<file path="config.mk">
export PLATFORM = sky130hd
export DESIGN_NAME = fifo_controller
export DESIGN_NICKNAME = d
export VERILOG_FILES = /design/src/rtl/fifo_controller.sv
export SDC_FILE = /design/constraint.sdc
export NUM_CORES = 1
export LEC_CHECK = 0
export CORE_AREA = 4 4 41 43
export CTS_CLUSTER_SIZE = 14
export DETAILED_ROUTE_END_ITERATION = 16
export DIE_AREA = 0 0 45 47
export PLACE_DENSITY = 0.78
export SLEW_MARGIN = 25
export SYNTH_ARGS = -nofsm -noshare
export SYNTH_HDL_FRONTEND = slang
export SYNTH_SLANG_ARGS = --single-unit
</file>
<file path="constraint.sdc">
create_clock -name clk_i -period 1.9 [get_ports clk_i]
set_input_delay 0.57 -clock clk_i [delete_from_list [all_inputs] [get_ports clk_i]]
set_output_delay 0.57 -clock clk_i [all_outputs]
set_load 0.01 [all_outputs]
</file>
<file path="src/rtl/fifo_controller.sv">
// Pointer and flag controller for a circular-buffer FIFO of depth 2**ADDR_WIDTH.
// Optional occupancy count output is enabled with `define FIFO_CTRL_COUNT_EN.
module fifo_controller #(
  parameter int ADDR_WIDTH = 4
) (
  input  logic                  clk_i,
  input  logic                  reset_i,
  input  logic                  read_i,
  input  logic                  write_i,
  output logic                  empty_o,
  output logic                  full_o,
`ifdef FIFO_CTRL_COUNT_EN
  output logic [ADDR_WIDTH:0]   count_o,
`endif
  output logic [ADDR_WIDTH-1:0] write_address_o,
  output logic [ADDR_WIDTH-1:0] read_address_o
);

  logic [ADDR_WIDTH-1:0] r_wr_ptr;
  logic [ADDR_WIDTH-1:0] r_rd_ptr;
  logic                  r_full;
  logic                  r_empty;

  logic                  w_rd_ok;
  logic                  w_wr_ok;
  logic [ADDR_WIDTH-1:0] w_wr_next;
  logic [ADDR_WIDTH-1:0] w_rd_next;

  assign w_rd_ok   = read_i & ~r_empty;
  // A write while full is accepted only when a read frees the head slot in the same cycle.
  assign w_wr_ok   = write_i & (~r_full | w_rd_ok);
  assign w_wr_next = r_wr_ptr + 1'b1;
  assign w_rd_next = r_rd_ptr + 1'b1;

  // NOTE: sequential state uses non-blocking assignments so every register
  // samples the pre-edge values of the others.
  always_ff @(posedge clk_i) begin
    if (reset_i) begin
      r_wr_ptr <= '0;
      r_rd_ptr <= '0;
      r_full   <= 1'b0;
      r_empty  <= 1'b1;
    end else begin
      if (w_wr_ok) r_wr_ptr <= w_wr_next;
      if (w_rd_ok) r_rd_ptr <= w_rd_next;
      case ({w_wr_ok, w_rd_ok})
        2'b10: begin
          r_empty <= 1'b0;
          r_full  <= (w_wr_next == r_rd_ptr);
        end
        2'b01: begin
          r_full  <= 1'b0;
          r_empty <= (w_rd_next == r_wr_ptr);
        end
        default: ;
      endcase
    end
  end

`ifdef FIFO_CTRL_COUNT_EN
  logic [ADDR_WIDTH:0] r_count;

  always_ff @(posedge clk_i) begin
    if (reset_i) begin
      r_count <= '0;
    end else begin
      case ({w_wr_ok, w_rd_ok})
        2'b10:   r_count <= r_count + 1'b1;
        2'b01:   r_count <= r_count - 1'b1;
        default: ;
      endcase
    end
  end

  assign count_o = r_count;
`endif

  assign empty_o         = r_empty;
  assign full_o          = r_full;
  assign write_address_o = r_wr_ptr;
  assign read_address_o  = r_rd_ptr;

endmodule

</file>
Word-level counts from Yosys, hierarchy flattened --
Index checks and enable logic that the tools add are counted.
Cells by class: $add $sub $neg 2, multiply operators 0, divide/modulo/power cells 0, magnitude comparators 0, equal/unequal tests 4, shift operators 0, muxes and demuxes 2, bitwise gates (word level) 5, reduce and logical (&&, ||, !) cells 1
Operators by type and width (count):
- adder 4 x 1 -> 4 bit (second input constant) | 2
- == test 4 bit | 2
- case mux 1 bit (2 select lines) | 2
- AND 1 bit | 2
- == test 2 x 1 -> 1 bit (second input constant) | 1
- == test 2 bit (second input constant) | 1
- NOT 1 bit | 2
- nonzero test 2 bit | 1
- bitwise OR 1 bit | 1
Storage, ports and cells: register bits 10, latch bits 0, memory bits (writable) 0, memory bits (read-only) 0, output and inout bits 10, word-level logic and storage cells 18, memories 0

Depth between registers and ports, before layout --
depth after elaboration 6, gate-level depth with buffers 7

Least setup slack after synthesis --
OpenSTA, ideal clock, no wires.
kind input to register, from in read_i, to reg r_full (netlist: full_o), setup time 69 ps, arrival 1465 ps, data required time 1831 ps, slack 366 ps, stages 7, path buffers 0, cells stage by stage nand2b_4 a21oi_2 inv_1 ha_1 nor2_1 nand4_1 o21ai_1
On the way: word-level cells in the longest chain between the ends 5
RTL lines:
- start: declaration | line 8 | input logic read_i,
- AND 1 bit (*) | line 29 | assign w_rd_ok = read_i & ~r_empty;
- bitwise OR 1 bit | line 31 | assign w_wr_ok = write_i & (~r_full | w_rd_ok);
- AND 1 bit | line 31
- == test 2 x 1 -> 1 bit or == test 2 bit (tied branches) | line 46 | case ({w_wr_ok, w_rd_ok})
- case mux 1 bit (2 select lines) or nonzero test 2 bit (tied branches)
- end signal: assignment | line 49 | r_full <= (w_wr_next == r_rd_ptr);
- end: declaration | line 21 | logic r_full;
Mark *: on every way between the ends. The rest lies on a longest branch, timed or not. A chain may end at the register's enable or synchronous reset.

Final worst setup path --
from reg r_rd_ptr[2] (netlist: read_address_o[2]), to out read_address_o[2]
RTL lines:
- start: declaration | line 20 | logic [ADDR_WIDTH-1:0] r_rd_ptr;
- start signal: assignment | line 45 | if (w_rd_ok) r_rd_ptr <= w_rd_next;
- end: declaration | line 16 | output logic [ADDR_WIDTH-1:0] read_address_o
No word-level cell between the ends.

==> impl_metrics.toml <==
[setup_path]
crit_chain = "clkdlybuf4s50_1"
critPathBufInv = 1
cp-end-kind = "output pin"
crit_path_start = "read_address_o[2]$_SDFFE_PP0P_"
crit_fanout = 4
reg2reg_slack_ns = 0.46
worstReg2RegStart = "empty_o$_SDFFE_PP1P_"
cp.required_ns = 1.33
cp.arrival_ns = 1.27
path_class = "register to output pin"
critPathMaxStageDelay_ns = 0.58
crit_path_top_delay_cell = "clkdlybuf4s50_1"
cp_top_family = "buffers and inverters"
start_kind = "register"

[sta]
worstMarginPinSlew_ns = 0.299
period_needed_ns = 1.84
rsz0062_at_grt = "false"
fin_tns_setup_ns = 0
slew_headroom_pct = 79.9
slew_violations = 0
setup_viol = 0
hold_violations = 0
max_freq_mhz = 543
fin_ws_ns = 0.0586
fin_crit_sh_pct = 96.9
skew_ns = 0.00472

[power]
peakVddDrop_mv = 0.485
powerDensity_nw_per_um2 = 754
leakage_nw = 0.314
power.total_uw = 590

[yosys]
synth_edf_count = 0
synth_cells = 61
ys_seq_area_share_pct = 36.3
synthArstFlopShare_pct = 0
synth-seq-cells = 10
synth_warnings = 0
syn_avg_cell_area_um2 = 9.05
synth_top_area_share_pct = 36.3
synth_top_area_cell = "dfxtp_1"
synth_cell_types = 19
synth_ff_type = "dfxtp_1"
syn_area_um2 = 552
synth_fp_nets = 68
synth_area_leaders = "dfxtp_1, xnor2_1, ha_1, nor2_1, xor2_1"

[die]
start_util_pct = 42.4
die-width_um = 45
die_h_um = 47
dieArea_um2 = 2120
core_um2 = 1300
core.rowCount = 13
io-pin-count = 14

[placed_design]
post-place-cells = 94
dpl_worst_slack_ns = -0.171
numPortBuffers = 13
gp_congestion = 0.762
hpwl_um = 951

[global_route]
grt_overflow_total = 0
grt_pass1_vias = 469
grt_max_degree = 7
grt_pass1_wl_um = 2040
grt_util_all_layers_pct = 15.1
antenna_found_initial = 0

[clocking]
cts_tree = "built"
clk_latency_ns = 0.28
cts_root_buffer = "clkbuf_4"
clkTransAtPathRegs_ns = 0.07
post_cts_buffers = 0
cts_buffer_depth = 2
cts_buffers = 3
htree_levels = 1
clock_sink_count = 10

[layout]
nNetsFinal = 91
layout.cells.non_filler = 98
diodes = 0
drive_above_1_share_pct = 21.7
final_util_pct = 60.1
synthToLayoutAreaGrowth_pct = 41.7
fill_cells = 128

[routing]
drtAntennaViolNets = 0
route.final.wire_length_um = 1200
drc = 0
post_drt_wl_per_cell_um = 12.2
vias_per_cell = 4.67
drtIter0Drc = 5
vias = 458
drt_pass1_iterations = 3

[min_path]
hold_class = "register to register"
min_from = "empty_o$_SDFFE_PP1P_"

[run_status]
status = "finished clean"

[run]
maxCapViolCount = 0
-- layout make-up --
class / count / area (µm²) / share of cell area [%]
well taps: 15 / 18.8 / 2.40
flip-flops and latches: 10 / 204 / 26.1
repair buffers: 19 / 175 / 22.4
multi-input cells: 46 / 333 / 42.6
inverters: 4 / 15.0 / 1.92
clock buffers: 4 / 36.3 / 4.64
-- worst reg2reg max path, cell delays in order (launching register included) --
cell and delay, ns:
dfxtp_1 0.35, nand2b_4 0.14, buf_4 0.14, inv_1 0.06, ha_1 0.33, nor2_1 0.16, nand4_1 0.10, o21ai_1 0.08
-- layer usage --
layer / routed length [µm] / GRT usage [%] / part of all wire, %
met1: 534 / 16.6 / 45
met2: 545 / 21.5 / 45
met3: 73 / 7.28 / 6.1
met4: 45 / 14.0 / 3.8
met5: 0 / 0 / 0
-- state kept, by name, indices dropped and copies added (netlist names) --
name	cells
read_address_o	4
empty_o	1
write_address_o	4
full_o	1
-- stage by stage --
stage          area [µm²]  hold WS (ns)
3_5_place_dp          742         0.493
6_report              782         0.504
4_1_cts               778         0.510
2_1_floorplan         552         0.527
3_3_place_gp          742         0.475
5_1_grt               782         0.542
-- cell usage after synthesis, types with 2 or more instances --
cell and count:
a211oi_2 2, a21oi_1 2, dfxtp_1 10, ha_1 3, inv_1 4, nand2_1 5, nand4_1 2, nor2_1 9
xnor2_1 12, xor2_1 3
-- cells in the final DEF, fill, tap and decap left out, types with 2 or more instances in the layout --
| cell | n |
|---|---|
| inv_1 | 4 |
| ha_1 | 3 |
| nand2_1 | 5 |
| buf_4 | 6 |
| dfxtp_1 | 7 |
| a211oi_2 | 2 |
| a21oi_1 | 2 |
| dfxtp_2 | 3 |
| nor2_1 | 9 |
| xnor2_1 | 12 |
| clkbuf_4 | 3 |
| nand4_1 | 2 |
| clkdlybuf4s50_1 | 13 |
| xor2_1 | 3 |
-- worst paths after layout --
path / to / cells after the start
max reg2reg: full_o$_SDFFE_PP0P_ / 7
max: read_address_o[2] / 1
min: empty_o$_SDFFE_PP1P_ / 2
min reg2reg: empty_o$_SDFFE_PP1P_ / 2
-- where the power goes --
group / internal (mW) / switching, mW
Combinational: 0.0853 / 0.0653
Sequential: 0.227 / 0.0181
Clock: 0.117 / 0.0774
Total: 0.429 / 0.161
-- repair_timing --
item                                    4_1_cts  5_1_grt
hold buffers                                  0        0
resized for setup                             0        3
endpoints found under the setup margin        0        3
endpoints found under the hold margin         0        0
-- cells by family (layout without fill, tap and decap cells) --
logic type	Yosys count	after routing	synth area share (%)
adder cells (fa/ha/maj)	3	3	6.80
AND/OR/NAND/NOR	21	21	19.0
buffers and inverters	5	27	3.40
AO/OA/AOI/OAI	6	6	8.84
XOR/XNOR	15	15	23.8
flip-flops	10	10	36.3
multiplexers	1	1	1.81
Power figures use the tool's default switching activity.
